## src/rtl/elevator_call_scheduler.sv

```systemverilog
// SCAN-policy call scheduler for one elevator car over NB_FLOORS floors.
// Hall calls are latched into a pending set. The car runs IDLE -> MOVE -> DOOR_OPEN.
// All outputs are flops loaded from the next-state values.
// Optional macro ELEVATOR_SCHED_ASSERT_EN compiles embedded SVA checks.
module elevator_call_scheduler #(
    parameter int NB_FLOORS     = 4,
    parameter int TRAVEL_CYCLES = 8,
    parameter int DOOR_CYCLES   = 4
) (
    input  logic                 clk_i,
    input  logic                 rst_ni,
    input  logic [NB_FLOORS-1:0] call_i,
    output logic [NB_FLOORS-1:0] floor_o,
    output logic                 open_o,
    output logic                 move_up_o,
    output logic                 move_down_o,
    output logic                 dir_up_o,
    output logic [NB_FLOORS-1:0] pending_o
);
    localparam int CW = $clog2(NB_FLOORS);
    localparam int TW = (TRAVEL_CYCLES > 1) ? $clog2(TRAVEL_CYCLES) : 1;
    localparam int DW = (DOOR_CYCLES > 1) ? $clog2(DOOR_CYCLES) : 1;

    typedef enum logic [1:0] {IDLE, MOVE, DOOR_OPEN} state_t;

    state_t               state, state_nxt;
    logic [CW-1:0]        cur, cur_nxt, arr;
    logic                 dir_nxt;
    logic [TW-1:0]        tcnt, tcnt_nxt;
    logic [DW-1:0]        dcnt, dcnt_nxt;
    logic [NB_FLOORS-1:0] clear, pending_nxt;

    // Any pending call strictly beyond floor f in the given direction.
    function automatic logic ahead(input logic [NB_FLOORS-1:0] p, input int f, input logic up);
        ahead = 1'b0;
        for (int i = 0; i < NB_FLOORS; i++)
            if ((up && i > f) || (!up && i < f)) ahead = ahead | p[i];
    endfunction

    function automatic logic [NB_FLOORS-1:0] onehot(input logic [CW-1:0] f);
        onehot    = '0;
        onehot[f] = 1'b1;
    endfunction

    // Next-state: SCAN sequencing, travel/door counters and pending update.
    always_comb begin
        state_nxt = state;
        cur_nxt   = cur;
        dir_nxt   = dir_up_o;
        tcnt_nxt  = tcnt;
        dcnt_nxt  = dcnt;
        arr       = dir_up_o ? cur + CW'(1) : cur - CW'(1);
        unique case (state)
            IDLE: begin
                if (pending_o[cur]) begin
                    state_nxt = DOOR_OPEN;
                    dcnt_nxt  = DW'(DOOR_CYCLES - 1);
                end else if (ahead(pending_o, int'(cur), dir_up_o)) begin
                    state_nxt = MOVE;
                    tcnt_nxt  = TW'(TRAVEL_CYCLES - 1);
                end else if (ahead(pending_o, int'(cur), !dir_up_o)) begin
                    // Nothing left in this sweep: reverse and depart on the same edge.
                    dir_nxt   = !dir_up_o;
                    state_nxt = MOVE;
                    tcnt_nxt  = TW'(TRAVEL_CYCLES - 1);
                end
            end
            MOVE: begin
                if (tcnt == '0) begin
                    cur_nxt = arr;
                    if (pending_o[arr]) begin
                        state_nxt = DOOR_OPEN;
                        dcnt_nxt  = DW'(DOOR_CYCLES - 1);
                    end else if (ahead(pending_o, int'(arr), dir_up_o)) begin
                        tcnt_nxt = TW'(TRAVEL_CYCLES - 1);
                    end else begin
                        state_nxt = IDLE;
                    end
                end else begin
                    tcnt_nxt = tcnt - TW'(1);
                end
            end
            DOOR_OPEN: begin
                // A call to this floor while open keeps the door open longer.
                if (call_i[cur])        dcnt_nxt  = DW'(DOOR_CYCLES - 1);
                else if (dcnt == '0)    state_nxt = IDLE;
                else                    dcnt_nxt  = dcnt - DW'(1);
            end
            default: state_nxt = IDLE;
        endcase
        clear       = (state_nxt == DOOR_OPEN) ? onehot(cur_nxt) : '0;
        pending_nxt = (pending_o | call_i) & ~clear;
    end

    // State, counters and registered outputs.
    always_ff @(posedge clk_i or negedge rst_ni) begin
        if (!rst_ni) begin
            state       <= IDLE;
            cur         <= '0;
            tcnt        <= '0;
            dcnt        <= '0;
            dir_up_o    <= 1'b1;
            pending_o   <= '0;
            floor_o     <= NB_FLOORS'(1);
            open_o      <= 1'b0;
            move_up_o   <= 1'b0;
            move_down_o <= 1'b0;
        end else begin
            state       <= state_nxt;
            cur         <= cur_nxt;
            tcnt        <= tcnt_nxt;
            dcnt        <= dcnt_nxt;
            dir_up_o    <= dir_nxt;
            pending_o   <= pending_nxt;
            floor_o     <= onehot(cur_nxt);
            open_o      <= (state_nxt == DOOR_OPEN);
            move_up_o   <= (state_nxt == MOVE) && dir_nxt;
            move_down_o <= (state_nxt == MOVE) && !dir_nxt;
        end
    end

`ifdef ELEVATOR_SCHED_ASSERT_EN
    localparam int CLR_BOUND = NB_FLOORS * (TRAVEL_CYCLES + DOOR_CYCLES + 1) * 2;
    logic arrive;
    assign arrive = (state == MOVE) && (tcnt == '0);

    a_onehot: assert property (@(posedge clk_i) disable iff (!rst_ni) $onehot(floor_o));
    a_open_move: assert property (@(posedge clk_i) disable iff (!rst_ni)
        !(open_o && (move_up_o || move_down_o)));
    a_up_down: assert property (@(posedge clk_i) disable iff (!rst_ni)
        !(move_up_o && move_down_o));
    a_floor_stable: assert property (@(posedge clk_i) disable iff (!rst_ni)
        !$past(arrive) |-> $stable(floor_o));
    a_door_min: assert property (@(posedge clk_i) disable iff (!rst_ni)
        $rose(open_o) |-> open_o [* DOOR_CYCLES]);
    for (genvar g = 0; g < NB_FLOORS; g++) begin : g_clr
        a_clr: assert property (@(posedge clk_i) disable iff (!rst_ni)
            $rose(pending_o[g]) |-> ##[1:CLR_BOUND] !pending_o[g]);
    end
`endif
endmodule

```

## config.mk

```make
export PLATFORM = sky130hd
export DESIGN_NAME = elevator_call_scheduler
export DESIGN_NICKNAME = d
export VERILOG_FILES = /design/src/rtl/elevator_call_scheduler.sv
export SDC_FILE = /design/constraint.sdc
export NUM_CORES = 1
export LEC_CHECK = 0
export BUFFER_PORTS_ARGS = -buffer_cell sky130_fd_sc_hd__buf_2
export CELL_PAD_IN_SITES_DETAIL_PLACEMENT = 2
export CELL_PAD_IN_SITES_GLOBAL_PLACEMENT = 2
export CORE_ASPECT_RATIO = 2
export CORE_MARGIN = 2
export CORE_UTILIZATION = 39
export DETAILED_ROUTE_END_ITERATION = 8
export PLACE_DENSITY_LB_ADDON = 0.3
export SYNTH_ARGS = -nofsm -noshare
export SYNTH_HDL_FRONTEND = slang
export SYNTH_SLANG_ARGS = --single-unit
```

## constraint.sdc

```tcl
create_clock -name clk_i -period 8 [get_ports clk_i]
set_input_delay 1.6 -clock clk_i [delete_from_list [all_inputs] [get_ports clk_i]]
set_output_delay 1.6 -clock clk_i [all_outputs]
set_load 0.01 [all_outputs]
```

==> impl_metrics.env <==
export IMPL_worst_r2r_cell_count=7
export IMPL_cts_sinks=21
export IMPL_postCtsSetupRepairBufs=0
export IMPL_crit_path_start_kind="register"
export IMPL_pwr_share_comb_pct=50.4
export IMPL_cts_buffer_depth=2
export IMPL_crit_family="flip-flops"
export IMPL_finalWirelength_um=3340
export IMPL_clkLatencyLatePin_ns=0.25
export IMPL_whs_path_depth=1
export IMPL_ios=18
export IMPL_yosysTopAreaCellShare_pct=36.47
export IMPL_synth_edf_count=0
export IMPL_num_antenna_cells=0
export IMPL_critical_path_slowest_cell="dfrtp_1"
export IMPL_overflow=0
export IMPL_irDropWorstVdd_uv=165.6
export IMPL_cts_hold_fix_buffers=0
export IMPL_async_flop_share_pct=100.0
export IMPL_ys_seq_area_share_pct=40.50
export IMPL_critPathBufInv=1
export IMPL_track_usage_pct=20.65
export IMPL_row_count=29
export IMPL_synth_area_leader_cell="dfrtp_1"
export IMPL_hold_class="reg -> reg"
export IMPL_grt_start_max_net_pins=22
export IMPL_detail_route_iter0_violations=20
export IMPL_synth_area_sq_um=1304
export IMPL_synth_area_leaders="dfrtp_1 36%, ha_1 8.6%, a31oi_4 6.5%"
export IMPL_status="finished, final reports clean"
export IMPL_grt_pass1_vias=1172
export IMPL_nets=155
export IMPL_areaGrowthSynthToFinish_pct=11.32
export IMPL_vias_per_cell=5.688
export IMPL_clock_skew_ns=0.001943
export IMPL_yosysWarnings=0
export IMPL_wl_per_cell_um=19.65
export IMPL_crit_arrival_ns=3.17
export IMPL_maxCapViolations=0
export IMPL_cp_slowest_stage_delay_ns=0.62
export IMPL_syn_mean_instance_area_sq_um=10.77
export IMPL_p_leak_nw=0.6793
export IMPL_die_h_um=85.77
export IMPL_cts_root_buf="clkbuf_8"
export IMPL_synth_net_count=136
export IMPL_fmax_mhz=330.6
export IMPL_fillers=355
export IMPL_rsz0062_at_grt="no"
export IMPL_dieArea_sq_um=3850
export IMPL_synthMuxAreaShare_pct=10.56
export IMPL_cts_tree="yes"
export IMPL_gp_congestion=0.8145
export IMPL_setup_tns_final_ns=0
export IMPL_placed_cells=166
export IMPL_power_frac_seq_pct=36.2
export IMPL_worst_setup_path_end_kind="register"
export IMPL_swShare_pct=43.16
export IMPL_io_buffers=17
export IMPL_worst_path_stages=7
export IMPL_worst_hold_slack_ns=0.5384
export IMPL_dpl_hpwl_um=2767
export IMPL_synth_compound_area_share_pct=18.52
export IMPL_cp_required_ns=8.15
export IMPL_setup_violations=0
export IMPL_cts_resized=0
export IMPL_drv_slew=0
export IMPL_synth_xor_area_share_pct=1.919
export IMPL_min_period_ns=3.025
export IMPL_synth_cell_types=35
export IMPL_hold_viol=0
export IMPL_dr_pass1_iters=4
export IMPL_synth_ff_type="dfrtp_1"
export IMPL_intPower_mw=0.2886
export IMPL_final_period_utilization_pct=37.81
export IMPL_final_instance_count_excl_fill=170
export IMPL_htree_levels=1
export IMPL_r2r_slack_ns=4.97
export IMPL_cp_cell_sequence="clkinv_1, ha_1, xnor2_2, mux4_2, nand3_1, o22ai_4, mux2_4"
export IMPL_drtAntennaViolNets=0
export IMPL_synthSimpleGateAreaFrac_pct=15.07
export IMPL_clk_pin_slew_ns=0.07
export IMPL_cp_max_fo=13
export IMPL_grt_pass1_wl_um=5678
export IMPL_cts_inserted_buffers=3
export IMPL_path_class="reg -> reg"
export IMPL_synth_adder_area_share_pct=8.637
export IMPL_synth_cells=121
export IMPL_final_cell_mix="19 x dfrtp_1, 17 x buf_2, 10 x inv_1, 10 x nand2_1"
export IMPL_tightestPinTransition_ns=0.7799
export IMPL_synth_top_family_by_area="compound AO/OA/AOI/OAI gates"
export IMPL_vias=967
export IMPL_synth_seq_cells=21
export IMPL_power_density_nw_per_um2=349.7
export IMPL_die_x_um=44.89
export IMPL_final_util_pct=45.45
export IMPL_slew_limit_headroom_pct=47.35
export IMPL_initial_core_util_pct=40.83
export IMPL_p_sw_mw=0.2191
export IMPL_core_area_sq_um=3193
export IMPL_final_layout_size_suffix_gt1_share_pct=27.34
export IMPL_antenna_found_initial=0
export IMPL_power_frac_clock_pct=13.4
export IMPL_mostFrequentLayoutCell="dfrtp_1"
export IMPL_drc=0
-- power groups by stage --
stage               combinational (mW)  clock [mW]  sequential, mW
floorplan                        0.201           0           0.174
global placement                 0.245           0           0.183
detailed placement               0.257           0           0.187
CTS                              0.262      0.0707           0.185
global route                     0.282      0.0755           0.191
finish                           0.256      0.0680           0.184
-- cell type report --
class,count,area (sq um),area share (%)
clock buffer,4,45.04,3.103
sequential,21,528.0,36.38
timing repair buffer,17,85.08,5.862
tap,31,38.79,2.672
multi-input combinational,86,713.2,49.14
inverter,11,41.29,2.845
-- synthesized netlist by cell type (4+ instances only) --
master    number
nand2b_1       4
nor2_1         9
nand2_1       10
o21ai_0        4
nor2b_1        5
a31oi_4        4
mux2i_1        4
ha_1           9
nand3_1        6
dfrtp_1       19
a21oi_1        6
inv_1         10
-- registers in the layout (all words and copies together), names as in the netlist --
register / cells
tcnt: 3
move_down_o: 1
state: 2
open_o: 1
cur: 2
move_up_o: 1
dir_up_o: 1
floor_o: 4
dcnt: 2
pending_o: 4
-- worst paths after layout --
kind                               to    start
hold / removal                dcnt[1]  dcnt[1]
setup / recovery              dcnt[1]   cur[0]
hold reg to reg               dcnt[1]  dcnt[1]
setup reg to reg              dcnt[1]   cur[0]
min in group asynchronous     tcnt[1]   rst_ni
max in group asynchronous  floor_o[0]   rst_ni
-- layer usage --
metal  vias up  wire [um]  share of wire (%)  global-route usage, %
li1        459          -                  -                      -
met1       488       1110                 33                  19.25
met2        16       2122                 64                  41.90
met3         4         60                1.8                  2.105
met4         0         47                1.4                  7.487
met5         -          0                  0                      0
-- per-stage QoR --
stage          worst slack (ns)  instance area, sq um  power [mW]
2_1_floorplan             5.340                  1304      0.3744
3_3_place_gp              5.046                  1406      0.4287
3_5_place_dp              4.968                  1406      0.4439
4_1_cts                   4.955                  1451      0.5174
5_1_grt                   4.767                  1451      0.5487
6_report                  4.975                  1451      0.5076
-- cell families after synthesis --
logic type      Yosys count
simple gates             40
compound gates           25
flops                    21
buf+inv                  14
mux                      10
fa+ha+maj                 9
xor+xnor                  2
Power figures use the tool's default switching activity.
